<file path="src/rtl/pad_pkg.sv">
// Shared definitions for the stream_padder block: FSM state type and counter sizing.
package pad_pkg;

  typedef enum logic [1:0] {
    PAD_IDLE  = 2'd0,
    PAD_RUN   = 2'd1,
    PAD_DRAIN = 2'd2
  } pad_state_e;

  // A single-position map still needs a one-bit counter.
  function automatic int cnt_width(input int n);
    return (n > 1) ? $clog2(n) : 1;
  endfunction

endpackage

</file>
<file path="src/rtl/pad_pos_counter.sv">
// Raster row/column counter over the padded map, with interior/eol/eof decodes.
module pad_pos_counter
  import pad_pkg::*;
#(
  parameter int OUT_SIZE = 16,
  parameter int LO       = 1,
  parameter int HI       = 14
) (
  input  logic clk,
  input  logic rst,
  input  logic clear_i,
  input  logic advance_i,
  output logic interior_o,
  output logic last_interior_o,
  output logic eol_o,
  output logic eof_o
);

  localparam int CW = cnt_width(OUT_SIZE);
  localparam logic [CW-1:0] LAST = CW'(OUT_SIZE - 1);
  localparam logic [CW-1:0] LO_C = CW'(LO);
  localparam logic [CW-1:0] HI_C = CW'(HI);

  logic [CW-1:0] row_q, row_d;
  logic [CW-1:0] col_q, col_d;
  logic          row_lo_ok, col_lo_ok;

  always_comb begin
    row_d = row_q;
    col_d = col_q;
    if (clear_i) begin
      row_d = '0;
      col_d = '0;
    end else if (advance_i) begin
      if (col_q == LAST) begin
        col_d = '0;
        row_d = (row_q == LAST) ? '0 : row_q + 1'b1;
      end else begin
        col_d = col_q + 1'b1;
      end
    end
  end

  always_ff @(posedge clk) begin
    if (rst) begin
      row_q <= '0;
      col_q <= '0;
    end else begin
      row_q <= row_d;
      col_q <= col_d;
    end
  end

  // With no border the lower interior bound is trivially met.
  if (LO == 0) begin : g_lo_zero
    assign row_lo_ok = 1'b1;
    assign col_lo_ok = 1'b1;
  end else begin : g_lo_cmp
    assign row_lo_ok = (row_q >= LO_C);
    assign col_lo_ok = (col_q >= LO_C);
  end

  assign interior_o      = row_lo_ok && col_lo_ok && (row_q <= HI_C) && (col_q <= HI_C);
  assign last_interior_o = (row_q == HI_C) && (col_q == HI_C);
  assign eol_o           = (col_q == LAST);
  assign eof_o           = eol_o && (row_q == LAST);

endmodule

</file>
<file path="src/rtl/stream_padder.sv">
// Streaming zero/constant padder for raster feature maps with valid/ready on both sides.
// Optional in_last framing check is enabled by defining PAD_LAST_CHECK_EN.
module stream_padder
  import pad_pkg::*;
#(
  parameter int DATA_W   = 4,
  parameter int CHANNELS = 1,
  parameter int IN_SIZE  = 14,
  parameter int PAD      = 1
) (
  input  logic                         clk,
  input  logic                         rst,
  input  logic                         start,
  input  logic [DATA_W-1:0]            pad_value,
  input  logic                         in_valid,
  output logic                         in_ready,
  input  logic [CHANNELS*DATA_W-1:0]   in_data,
  input  logic                         in_last,
  output logic                         out_valid,
  input  logic                         out_ready,
  output logic [CHANNELS*DATA_W-1:0]   out_data,
  output logic                         out_eol,
  output logic                         out_eof,
  output logic                         busy,
  output logic                         done,
  output logic                         err
);

  localparam int OUT_SIZE = IN_SIZE + 2 * PAD;
  localparam int BW       = CHANNELS * DATA_W;

  pad_state_e          state_q, state_d;
  logic [DATA_W-1:0]   pad_q;
  logic                out_valid_q;
  logic [BW-1:0]       out_data_q;
  logic                out_eol_q, out_eof_q;
  logic                done_q;

  logic                interior, last_interior, eol, eof;
  logic                start_acc, slot_free, load;
  logic [BW-1:0]       pad_beat;

  // A start arriving alongside done belongs to the frame that just ended.
  assign start_acc = (state_q == PAD_IDLE) && start && !done_q;
  assign slot_free = !out_valid_q || out_ready;
  assign load      = (state_q == PAD_RUN) && slot_free && (!interior || in_valid);
  assign in_ready  = (state_q == PAD_RUN) && interior && slot_free;

  for (genvar gi = 0; gi < CHANNELS; gi++) begin : g_pad_lane
    assign pad_beat[gi*DATA_W +: DATA_W] = pad_q;
  end

  pad_pos_counter #(
    .OUT_SIZE (OUT_SIZE),
    .LO       (PAD),
    .HI       (PAD + IN_SIZE - 1)
  ) u_pos (
    .clk             (clk),
    .rst             (rst),
    .clear_i         (start_acc),
    .advance_i       (load),
    .interior_o      (interior),
    .last_interior_o (last_interior),
    .eol_o           (eol),
    .eof_o           (eof)
  );

  always_comb begin
    state_d = state_q;
    case (state_q)
      PAD_IDLE:  if (start_acc) state_d = PAD_RUN;
      PAD_RUN:   if (load && eof) state_d = PAD_DRAIN;
      PAD_DRAIN: if (out_valid_q && out_ready) state_d = PAD_IDLE;
      default:   state_d = PAD_IDLE;
    endcase
  end

  always_ff @(posedge clk) begin
    if (rst) begin
      state_q     <= PAD_IDLE;
      pad_q       <= '0;
      out_valid_q <= 1'b0;
      out_data_q  <= '0;
      out_eol_q   <= 1'b0;
      out_eof_q   <= 1'b0;
      done_q      <= 1'b0;
    end else begin
      state_q <= state_d;
      done_q  <= (state_q == PAD_DRAIN) && out_valid_q && out_ready;
      if (start_acc) pad_q <= pad_value;
      if (load) begin
        out_valid_q <= 1'b1;
        out_data_q  <= interior ? in_data : pad_beat;
        out_eol_q   <= eol;
        out_eof_q   <= eof;
      end else if (out_ready) begin
        out_valid_q <= 1'b0;
      end
    end
  end

`ifdef PAD_LAST_CHECK_EN
  logic err_q;

  // in_last must be high exactly on the last interior pixel of the frame.
  always_ff @(posedge clk) begin
    if (rst) begin
      err_q <= 1'b0;
    end else if (in_valid && in_ready && (in_last != last_interior)) begin
      err_q <= 1'b1;
    end
  end

  assign err = err_q;
`else
  logic unused_last_check;
  assign unused_last_check = in_last ^ last_interior;
  assign err = 1'b0;
`endif

  assign out_valid = out_valid_q;
  assign out_data  = out_data_q;
  assign out_eol   = out_eol_q;
  assign out_eof   = out_eof_q;
  assign busy      = (state_q != PAD_IDLE);
  assign done      = done_q;

endmodule

</file>
<file path="config.mk">
export PLATFORM = sky130hd
export DESIGN_NAME = stream_padder
export DESIGN_NICKNAME = d
export VERILOG_FILES = /design/src/rtl/pad_pkg.sv /design/src/rtl/pad_pos_counter.sv /design/src/rtl/stream_padder.sv
export SDC_FILE = /design/constraint.sdc
export NUM_CORES = 1
export LEC_CHECK = 0
export ABC_CLOCK_PERIOD_IN_PS = 2500
export CAP_MARGIN = 10
export CORE_MARGIN = 4
export CORE_UTILIZATION = 49
export CTS_CLUSTER_DIAMETER = 150
export DETAILED_ROUTE_END_ITERATION = 6
export PLACE_DENSITY = 0.75
export SLEW_MARGIN = 10
export SYNTH_ARGS = -nofsm -noshare
export SYNTH_HDL_FRONTEND = slang
export SYNTH_SLANG_ARGS = --single-unit
</file>
<file path="constraint.sdc">
create_clock -name clk -period 2.5 [get_ports clk]
set_input_delay 0.5 -clock clk [delete_from_list [all_inputs] [get_ports clk]]
set_output_delay 0.5 -clock clk [all_outputs]
set_load 0.01 [all_outputs]
</file>
==> metrics.csv, run 1 <==
stage,metric,value,unit
timing,worst_slack,114,ps
setup_path,worstPathArrival,1890,ps
drt,wirelength,2520,microns
logic_synthesis,synth_cells,126,
logic_synthesis,netlist_area,0.00118,sq mm
placed_design,gp_congestion,0.754,
clocking,cts_tree,yes,
logic_synthesis,synth-adder-area-share,8.48,%
clocking,clkTransAtPathRegs,130,ps
setup_path,crit_cells,6,
setup_path,start_kind,register,
die,dieHeight,57.1,microns
logic_synthesis,synth_top_area_share,37.3,%
setup_path,required,2000,ps
cells_and_area,multi_input_area,679,sq um
logic_synthesis,yosys-top-cells-area,"dfxtp_1 37%, ha_1 8.5%, a21oi_1 5.1%, mux2i_1 4.2%, o31ai_2 3.2%",
cells_and_area,syn_to_final_growth,25.6,%
cells_and_area,diodes,0,
setup_path,cp_num_buf_inv,2,
clocking,htree_num_levels,1,
timing,slew_violations,0,
placed_design,post-place-ws,-69.6,ps
cells_and_area,layout.nets,174,
setup_path,max_stage_delay,430,ps
timing,tightestPinTransition,512,ps
logic_synthesis,ys_seq_area_share,37.3,%
logic_synthesis,yosysUniqueCellTypes,37,
pwr,power.leakage,0.000526,uW
drt,routedWlPerCell,14.1,microns
clocking,cts_buffers,3,
timing,final.period_utilization,95.4,%
logic_synthesis,synth_edf_count,0,
logic_synthesis,yosysWarnings,0,
clocking,clk_latency,320,ps
setup_path,r2r_slack,350,ps
clocking,cts_setup_buffers,0,
die,initial_utilization,52.3,%
logic_synthesis,synth-compound-area-share,22.6,%
timing,setup_viol,0,
clocking,clockBufferDepth,2,
pwr,p_per_area,504,mW/mm^2
cells_and_area,drive_gt1_share,15.9,%
drt,drt_iter0_markers,32,
cells_and_area,regArea,447,sq um
setup_path,r2r-end,u_pos.row_q[3],
placed_design,post-place-cells,175,
pwr,total_power,746,uW
logic_synthesis,synth_fp_nets,148,
status,status,"finished, final reports clean",
global_route,grt_pass1_wl,4190,microns
setup_path,critPathKind,register to output pin,
setup_path,crit_path_cell_trace,inv_1 > ha_1 > nand4b_1 > o31a_2 > and3_1 > dlygate4sd2_1,
logic_synthesis,yosys.area.top_type,dfxtp_1,
timing,rsz0062_at_grt,no,
timing,max_freq,419,MHz
timing,relSlewSlack,65.7,%
logic_synthesis,async_flop_share,0,%
drt,drtAntennaViolNets,0,
logic_synthesis,synth_top_family_by_area,compound AO/OA/AOI/OAI gates,
logic_synthesis,yosys.area_share.simple,22.0,%
setup_path,r2r_cells,8,
min_path,worstHoldPathType,register to register,
clocking,cts_resized,5,
logic_synthesis,synth_xor_area_share,0,%
setup_path,cp_max_fo,5,
setup_path,crit_slowest_cell,dfxtp_1,
cells_and_area,fillers,214,
die,pin_count,25,
logic_synthesis,synth_mux_area_share,4.24,%
die,placementRows,17,
cells_and_area,fin_util,65.7,%
setup_path,critPathCapture,in_ready,
logic_synthesis,yosys-top-cells-count,"22 x dfxtp_1, 12 x a21oi_1, 8 x ha_1, 7 x inv_1, 7 x nor2_1",
drt,vias_per_cell,5.72,
pwr,ir_drop,0.406,mV
die,core,0.00225,sq mm
logic_synthesis,yosys_most_used_dff,dfxtp_1,
die,die_w,57.1,microns
timing,layout_min_cycle_time,2390,ps
placed_design,port-buffer-count,22,
clocking,root_buffer,clkbuf_4,
clocking,ctsHoldBuffers,0,
setup_path,startpoint,u_pos.col_q[0],
global_route,grt_pass1_vias,999,
setup_path,path_delay_family,flip-flops,
clocking,cts_sinks,22,
global_route,grt_start_max_net_pins,16,
drt,via_count,1023,
setup_path,cp-end-kind,output pin,
logic_synthesis,syn-mean-instance-area,9.36,sq um
drt,drtPass1Iterations,4,
run,maxCapViolCount,0,
logic_synthesis,yosys.cell_count.top_type,dfxtp_1,
global_route,grt_use_total,16.1,%
setup_path,crit-reg2reg-launch,u_pos.row_q[1],
timing,hold_viol,0,
die,fp.dieArea,0.00326,sq mm
timing,clock-skew-final,8.56,ps
global_route,antenna_found_initial,0,
placed_design,dp_hpwl,1920,microns
global_route,overflow,0,
logic_synthesis,synth-seq-cells,22,
drt,drc,0,
cells_and_area,stdcell_count,179,
==> power breakdown <==
part | internal (uW) | leakage (uW) | switching [uW]
Clock | 162 | 0.0000279 | 113
Sequential | 359 | 0.000180 | 7.18
Combinational | 55.4 | 0.000318 | 49.2
Total | 577 | 0.000526 | 169
==> layout by cell type, fill, tap and decap left out, drive strengths merged <==
master / synthesis / routed
o31ai: 7 / 7
and3: 2 / 2
clkbuf: 1 / 3
o21ai: 4 / 4
nand3: 6 / 6
nand3b: 1 / 1
nand2: 5 / 5
mux2i: 5 / 5
nand2b: 3 / 3
nand4b: 2 / 2
nor2: 7 / 7
dlygate4sd2: 0 / 1
dfxtp: 22 / 22
nor3b: 1 / 1
or3: 3 / 3
or4: 2 / 2
and2b: 1 / 1
ha: 8 / 8
inv: 7 / 7
a21oi: 12 / 12
and2: 3 / 3
or2b: 1 / 1
clkdlybuf4s50: 0 / 21
a31oi: 4 / 4
nor4b: 1 / 1
o31a: 3 / 3
or2: 2 / 2
bufinv: 0 / 1
o2bb2ai: 4 / 4
nand4: 1 / 1
conb: 1 / 1
a21boi: 4 / 4
buf: 3 / 3
==> worst reg2reg max path, cell delays in order (launching register included) <==
cell      delay, ps
dfxtp_2         400
inv_1            80
ha_1            180
nand2b_4        140
o31ai_2         360
o31ai_2         110
buf_4           190
or4_1           510
a21oi_1         140
==> through the flow <==
| stage | hold WS [ps] | area [sq um] | setup TNS (ps) |
|---|---|---|---|
| after CTS | 468 | 1480 | 0 |
| after floorplan | 419 | 1180 | 0 |
| after global routing | 484 | 1480 | 0 |
| after detailed placement | 447 | 1420 | -69.6 |
| after global placement | 445 | 1420 | -77.6 |
| final | 465 | 1480 | 0 |
==> worst min path at each step <==
stage                           start     endpoint  cells after the start
after floorplan            state_q[0]         done                      1
after global placement        out_eof      out_eof                      2
after detailed placement  out_data[2]  out_data[2]                      1
after CTS                     out_eof      out_eof                      2
after global routing          out_eof      out_eof                      2
final                         out_eof      out_eof                      2
==> cell type report <==
cell class	count	area share, %
inverters	7	1.77
multi-input cells	93	45.9
repair buffers	25	16.3
flip-flops and latches	22	30.2
well taps	28	2.36
clock buffers	3	1.52
clock inverters	1	2.03
==> logic make-up after synthesis <==
logic type	Yosys count
other	1
adders and majority gates	8
buffers and inverters	11
AOI/OAI and AO/OA	38
DFF	22
muxes	5
and+or+nand+nor	41
==> per-layer routing <==
| layer | vias to the layer above | part of all wire (%) | GRT usage (%) |
|---|---|---|---|
| li1 | 508 | - | - |
| met1 | 474 | 46 | 18.9 |
| met2 | 34 | 47 | 27.9 |
| met3 | 7 | 5.4 | 2.94 |
| met4 | 0 | 1.7 | 7.95 |
| met5 | - | 0 | 0 |
==> state kept, by name, indices dropped and copies added, names as in the netlist <==
| name | flops |
|---|---|
| out_eof | 1 |
| done | 1 |
| state_q | 2 |
| u_pos.col_q | 4 |
| pad_beat | 4 |
| out_eol | 1 |
| out_data | 4 |
| u_pos.row_q | 4 |
| out_valid | 1 |
Power figures use the tool's default switching activity.
==> inputs of run 2 (changes only) <==
CELL_PAD_IN_SITES_DETAIL_PLACEMENT = 2   (was not set)
CELL_PAD_IN_SITES_GLOBAL_PLACEMENT = 2   (was not set)
CORE_ASPECT_RATIO = 2   (was not set)
CORE_UTILIZATION = 30   (was 49)
PLACE_DENSITY = 0.76   (was 0.75)
SKIP_CTS_REPAIR_TIMING = 1   (was not set)
==> metrics.csv, run 2 (synthesis gave the netlist of run 1 again) <==
stage,metric,value,unit,change
status,status,"finished, final reports clean",,
global_route,grt_start_max_net_pins,16,,unchanged
clocking,cts_buffers,3,,unchanged
setup_path,start_kind,input pin,,
pwr,p_per_area,528,mW/mm^2,+4.7%
timing,slew_violations,0,,unchanged
setup_path,cp_max_fo,2,,-3
global_route,grt_use_total,14.8,%,-1.3 points
placed_design,placed_area,0.00146,sq mm,+2.5%
min_path,worstHoldPathType,register to register,,
timing,final.period_utilization,91.9,%,-3.6 points
timing,rsz0062_at_grt,no,,
die,die_w,52.3,microns,-8.3%
setup_path,r2r_cells,7,,-1
run,maxCapViolCount,0,,unchanged
placed_design,port-buffer-count,22,,unchanged
clocking,root_buffer,clkbuf_8,,
cells_and_area,fin_util,40.4,%,-25 points
drt,vias_per_cell,5.22,,-8.7%
drt,drc,0,,unchanged
cells_and_area,drive_gt1_share,15.7,%,-0.21 points
clocking,clockBufferDepth,2,,unchanged
global_route,grt_pass1_vias,1203,,+20%
cells_and_area,syn_to_final_growth,31.5,%,
drt,drtAntennaViolNets,0,,unchanged
timing,relSlewSlack,59.7,%,-6.1 points
cells_and_area,design_area,0.00155,sq mm,+4.7%
placed_design,dp_hpwl,2790,microns,+45%
cells_and_area,mostFrequentLayoutCells,"21 x dfxtp_1, 21 x clkdlybuf4s50_1, 12 x a21oi_1",,
timing,max_freq,435,MHz,+3.9%
clocking,cts_tree,yes,,
drt,wirelength,3480,microns,+38%
die,pin_count,25,,unchanged
clocking,clkTransAtPathRegs,80,ps,-50 ps
cells_and_area,diodes,0,,unchanged
clocking,htree_num_levels,1,,unchanged
global_route,overflow,0,,unchanged
die,core,0.00384,sq mm,+70%
timing,layout_min_cycle_time,2300,ps,-88.9 ps
timing,hold_viol,0,,unchanged
timing,tightestPinTransition,605,ps,+93.2 ps
drt,drtPass1Iterations,2,,-2
setup_path,critPathKind,input pin to output pin,,
min_path,min_path_cells,2,,unchanged
timing,setup_viol,0,,unchanged
global_route,antenna_found_initial,0,,unchanged
drt,drt_iter0_markers,21,,-34%
drt,routedWlPerCell,17.1,microns,+21%
drt,via_count,1065,,+4.1%
die,dieHeight,96.7,microns,+69%
pwr,ir_drop,0.359,mV,-12%
clocking,clk_latency,270,ps,-50 ps
clocking,cts_sinks,22,,unchanged
pwr,power.leakage,0.000559,uW,+6.2%
cells_and_area,fillers,460,,+110%
setup_path,r2r_slack,270,ps,-80 ps
setup_path,worstPathArrival,1800,ps,-90 ps
die,initial_utilization,30.7,%,-22 points
setup_path,required,2000,ps,about the same
cells_and_area,layout.nets,176,,+1.1%
global_route,grt_pass1_wl,5710,microns,+36%
placed_design,gp_congestion,0.772,,+2.5%
die,fp.dieArea,0.00506,sq mm,+55%
die,placementRows,32,,+15
timing,clock-skew-final,2.51,ps,-6.05 ps
timing,fin_tns_setup,0,ps,unchanged
setup_path,cp-end-kind,output pin,,
==> run 2: final timing paths <==
path                                     start             end
worst min register to register         out_eof         out_eof
worst max-delay path                 out_ready        in_ready
worst min-delay path                   out_eof         out_eof
worst max register to register  u_pos.row_q[1]  u_pos.row_q[3]
==> run 2: layout make-up <==
cell class,instances,area (sq um),area share [%]
Timing Repair Buffer,27,260,16.8
Clock buffer,3,41.3,2.66
Sequential cell,22,442,28.5
Inverter,7,26.3,1.69
Multi-Input combinational cell,93,688,44.4
Tap cell,51,63.8,4.11
Clock inverter,1,30.0,1.94
==> run 2: metal layers <==
metal | GRT usage (%) | vias up | routed length, microns
met3 | 2.62 | 4 | 107
met5 | 0 | - | 0
met2 | 29.2 | 22 | 2130
li1 | - | 509 | -
met1 | 14.0 | 530 | 1200
met4 | 4.72 | 0 | 50
==> run 2: where the power goes <==
group	switching, uW	internal, uW
Clock	125	214
Combinational	57.0	55.8
Sequential	7.40	360
Total	189	630
==> run 2: stage by stage <==
step           setup WS [ps]  instances  power, uW  hold slack (ps)
6_report                 203        204        819              467
5_1_grt                  109        204        859              504
4_1_cts                 -120        203        829              476
3_5_place_dp            -101        199        487              450
3_3_place_gp            -111        199        481              452
2_1_floorplan            632        126        438              419
==> run 2: critical path: stages <==
cell and delay, ps:
clkdlybuf4s50_1 440, or2b_2 310, and2_2 200, and3_1 170, dlymetal6s2s_1 170
==> variant 1, RTL diff (flow settings as in run 2) <==
Set the parameter `DATA_W` to 3 (it was 4).
--- a/src/rtl/stream_padder.sv
+++ b/src/rtl/stream_padder.sv
@@ -3,7 +3,7 @@
 module stream_padder
   import pad_pkg::*;
 #(
-  parameter int DATA_W   = 4,
+  parameter int DATA_W   = 3,
   parameter int CHANNELS = 1,
   parameter int IN_SIZE  = 14,
   parameter int PAD      = 1
Ports: changed (resized in_data, out_data and pad_value); port bits go from 25 to 22. No check against the original RTL was run, so the function may have changed too.
==> variant 1 against run 2 <==
Core utilization is 1.1 points higher. Cell area is 9.8% lower. Register-to-register slack worse by 0.09 ns. Wire length is 7.1% lower. Area after synthesis is 12% lower. Count of clock-buffer cells in the layout is 1 higher. Global-route usage is 0.45 points higher. Clock power is 25% lower. Power is 17% lower. Worst setup slack worse by 0.019 ns. Sequential cell count is 2 lower. Critical path type is now flip-flop to flip-flop. Largest power group unchanged.
==> variant 1: results (changes against run 2) <==
[run_status]
status = finished, final reports clean  ; unchanged

[synth]
synth_common_cells = dfxtp_1 (20), inv_1 (13), a21oi_1 (12), nand2_1 (10), nor2_1 (9)  ; was dfxtp_1 (22), a21oi_1 (12), ha_1 (8), inv_1 (7), nor2_1 (7)
syn-num-nets = 143  ; was 148
syn_avg_cell_area_um2 = 8.45  ; was 9.36 µm²
yosysSeqAreaShare = 0.385  ; was 0.373
yosysUniqueCellTypes = 33  ; was 37

[finish]
area_growth_pct = 34.7  ; was 31.5%
final_net_count = 172  ; was 176
layout.filler_cells = 410  ; was 460

[worst_setup_path]
crit_arrival_ns = 2.52  ; was 1.80 ns
r2r_slack_ns = 0.18  ; was 0.27 ns
r2r_end = u_pos.row_q[2]  ; was u_pos.row_q[3]
r2r_cells = 8  ; was 7
startpoint = u_pos.row_q[0]  ; was out_ready

[placed_design]
dpl_worst_slack_ns = 0.0792  ; was -0.101 ns
dp.cells = 178  ; was 199
gp_congestion = 0.741  ; was 0.772
numPortBuffers = 19  ; was 22
place_area_um2 = 1310  ; was 1460 µm²

[timing]
whs_ns = 0.473  ; was 0.467 ns
skew_ns = 0.00186  ; was 0.00251 ns
worst_slew_pin_slew_ns = 0.563  ; was 0.605 ns

[power]
peakVddDrop_mv = 0.403  ; was 0.359 mV
power.leakage_uw = 0.000541  ; was 0.000559 µW

[routing]
drt_iter0_markers = 13  ; was 21
routed_via_density = 5.43  ; was 5.22
avgRoutedWirePerCell_um = 17.7  ; was 17.1 µm
drtPass1Iterations = 4  ; was 2

[global_route]
grt.total_usage = 0.152  ; was 0.148
grt_max_degree = 15  ; was 16
grt_pass1_vias = 1161  ; was 1203
grt_pass1_wl_mm = 5.30  ; was 5.71 mm

[worst_hold_path]
hp-start = out_eol  ; was out_eof
holdPathStages = 1  ; was 2
min_to = out_eol  ; was out_eof

-- variant 1: changes by cell type in the layout (fill, tap and decap cells not counted), sizes merged, moves of 3 or more --
cell / before / now
clkdlybuf4s50: 21 / 18
a22o: 0 / 3
buf: 5 / 10
a21boi: 4 / 0
nand2: 5 / 10
o31a: 3 / 0
o31ai: 7 / 2
inv: 7 / 13
a31oi: 4 / 1
-- variant 1: routing by layer --
layer / up-vias / share of wire / track usage
met5: - / 0 / 0
met4: 0 / 0.015 / 0.0647
met3: 5 / 0.028 / 0.0246
met2: 17 / 0.62 / 0.313
met1: 491 / 0.34 / 0.135
li1: 481 / - / -
-- variant 1: cell type report --
type                       instances  area share
sequential                        20       0.286
tap                               32      0.0286
clock buffer                       4      0.0393
multi-input combinational         85       0.420
inverter                          13      0.0349
timing repair buffer              29       0.191
-- variant 1: kinds of logic after synthesis --
group / synth area share
adders and majority gates: 0.0963
other: 0.00361
AOI/OAI and AO/OA: 0.189
DFF: 0.385
buffers and inverters: 0.0698
and+or+nand+nor: 0.227
muxes: 0.0289
-- variant 1: worst max-delay path, cell delays in order, from the launching register on --
cell and delay, ns:
dfxtp_1 0.32, buf_4 0.14, ha_1 0.20, nor4b_2 0.29, a41oi_2 0.09, buf_4 0.18
a31o_1 0.36, or4_1 0.52, a21oi_1 0.15
-- variant 1: worst max-delay path by stage --
stage	cells past startpoint	slack, ns	to
6_report	8	0.18	u_pos.row_q[2]
5_1_grt	8	0.01	u_pos.row_q[2]
4_1_cts	7	-0.34	in_ready
3_5_place_dp	7	0.08	in_ready
3_3_place_gp	5	0.08	in_ready
2_1_floorplan	7	0.43	in_ready
-- variant 1: power by group --
group	leakage, µW	switching (µW)	internal, µW
registers	0.000162	4.31	326
logic	0.000350	51.6	45.4
clock network	0.0000288	114	141
==> variant 2, RTL diff (config.mk and constraints of run 2) <==
Without the edit above. Re-encode `pad_state_e` (3 states) as one-hot, 3 bits wide.
--- a/src/rtl/pad_pkg.sv
+++ b/src/rtl/pad_pkg.sv
@@ -1,10 +1,10 @@
 // Shared definitions for the stream_padder block: FSM state type and counter sizing.
 package pad_pkg;
 
-  typedef enum logic [1:0] {
-    PAD_IDLE  = 2'd0,
-    PAD_RUN   = 2'd1,
-    PAD_DRAIN = 2'd2
+  typedef enum logic [2:0] {
+    PAD_IDLE  = 3'b001,
+    PAD_RUN   = 3'b010,
+    PAD_DRAIN = 3'b100
   } pad_state_e;
 
   // A single-position map still needs a one-bit counter.
Formal check against the unedited RTL: same outputs for any inputs over 10 cycles, from zero or initial values and one cycle with rst high; not proved beyond that.
==> variant 2 against run 2 <==
Area after synthesis rose by 1.6%. Cell area rose by 3.0%. Worst setup slack got worse by 0.061 ns. Wire length is 11% higher. Largest cell class unchanged. Count of clock-buffer cells in the layout grew 1. Critical path type is now flip-flop to output port. Worst hold slack got worse by 0.0047 ns. Sequential cell count rose by 1. Sequential power rose by 5%. Largest power group unchanged. Power is 11% lower. Cell count increased by 8.3%. Highest routed layer unchanged.
==> variant 2: results (changes against run 2) <==
[clock_network]
insertion_delay_ns = 0.27  ; about the same
htreeDepth = 1  ; unchanged
cts_max_path_buffers = 2  ; unchanged
clock-root-buffer = clkbuf_8  ; unchanged
cts_buffers = 3  ; unchanged
clk_pin_slew_ns = 0.08  ; about the same

[routing]
drtPass1Iterations = 3  ; was 2
drt_iter0_markers = 4  ; was 21
drt.antenna.violating_nets = 0  ; unchanged
dr_total_vias = 1140  ; was 1065
avgRoutedWirePerCell_um = 17.4  ; was 17.1 µm

[worst_setup_path]
cp_max_fo = 4  ; was 2
crit_arrival_ns = 1.86  ; was 1.80 ns

[timing]
skew_ns = 0.00297  ; was 0.00251 ns

[global_route]
overflow = 0  ; unchanged
grt_pass1_vias = 1294  ; was 1203
grt_pass1_wl_mm = 6.38  ; was 5.71 mm
antenna_found_initial = 0  ; unchanged
grt.total_usage = 0.167  ; was 0.148
grt_max_degree = 13  ; was 16

[power]
power.leakage_uw = 0.000602  ; was 0.000559 µW
peakVddDrop_mv = 0.347  ; was 0.359 mV
p_int_uw = 543  ; was 630 µW

[synth]
synth_common_cells = dfxtp_1 (23), a21oi_1 (15), nand2_1 (12), inv_1 (11), nand3_1 (11)  ; was dfxtp_1 (22), a21oi_1 (12), ha_1 (8), inv_1 (7), nor2_1 (7)
synth_ff_type = dfxtp_1  ; unchanged
ys_top_cells_by_area = dfxtp_1 (38%), ha_1 (8.4%), a21oi_1 (6.3%)  ; was dfxtp_1 (37%), ha_1 (8.5%), a21oi_1 (5.1%)
ys_async_sr_fraction = 0  ; unchanged
yosysSeqAreaShare = 0.384  ; was 0.373
synth_compound_area_frac = 0.223  ; was 0.226
ys_warn_count = 0  ; unchanged
synth_mux_area_frac = 0.0177  ; was 0.0424
yosysUniqueCellTypes = 34  ; was 37
synth_adder_area_share = 0.0835  ; was 0.0848
syn-num-nets = 159  ; was 148
synth-edff-count = 0  ; unchanged
synth_xor_xnor_area_share = 0  ; unchanged

[placed_design]
gp_congestion = 0.674  ; was 0.772
numPortBuffers = 22  ; unchanged
place_area_um2 = 1540  ; was 1460 µm²
dp_hpwl_mm = 3.06  ; was 2.79 mm

[finish]
final_net_count = 193  ; was 176
diodes = 0  ; unchanged
drive_gt1_frac = 0.118  ; was 0.157

[run_status]
status = finished, final reports clean  ; unchanged

[worst_hold_path]
hold_path.class = flip-flop to flip-flop  ; unchanged

## variant 2: cell count changes in the layout (fill, tap and decap cells not counted), sizes merged, moves of 3 or more
cell	before	now
mux2i	5	1
o31ai	7	2
a21oi	12	15
nand2	5	12
nor2b	0	4
inv	7	11
nand3	6	11
buf	5	10
o31a	3	0
## variant 2: metrics by stage
step	setup TNS, ns	setup WS, ns	utilization	cells	total power, µW
after detailed placement	0	0.0234	0.399	217	502
after global routing	-0.0245	-0.0245	0.416	221	775
after CTS	-0.306	-0.306	0.411	221	744
after global placement	0	0.0584	0.399	217	495
final	0	0.142	0.416	221	731
after floorplan	0	0.397	-	137	449
## variant 2: area by class of cell
| class | instances | area (µm²) |
|---|---|---|
| Fill cell | 442 | 2250 |
| Multi-Input combinational cell | 100 | 689 |
| Sequential cell | 23 | 460 |
| Timing Repair Buffer | 32 | 298 |
| Tap cell | 51 | 63.8 |
| Clock buffer | 4 | 45.0 |
| Inverter | 11 | 41.3 |
## variant 2: path summary, 6_finish.rpt
kind	start	endpoint	slack, ns	cells past startpoint
min	out_eol	out_eol	0.46	1
max	u_pos.col_q[0]	in_ready	0.14	7
min reg2reg	out_eol	out_eol	0.46	1
max reg2reg	u_pos.col_q[0]	u_pos.row_q[0]	0.18	8
## variant 2: logic make-up after synthesis
logic type	after synthesis
flops	23
mux	2
buf+inv	14
other cells	1
compound gates	40
fa+ha+maj	8
simple gates	49
## variant 2: power groups by stage
stage	Clock [µW]	Sequential (µW)	Combinational, µW
after global routing	266	388	121
after floorplan	0	393	56.3
after detailed placement	0	394	108
after global placement	0	393	102
final	237	386	108
after CTS	249	386	110
## variant 2: layer usage
metal  global-route usage  up-vias  share of wire
met4               0.0591        0          0.016
met3               0.0200        5          0.017
met1                0.175      565           0.35
met2                0.316       14           0.61
met5                    0        -              0
li1                     -      556              -
## variant 2: critical path: stages (launching register included)
cell and delay [ns]:
dfxtp_1 0.32, buf_4 0.14, ha_1 0.21, nor4b_2 0.31, a41oi_2 0.10, and2_1 0.20
nor2b_1 0.13, dlymetal6s2s_1 0.17
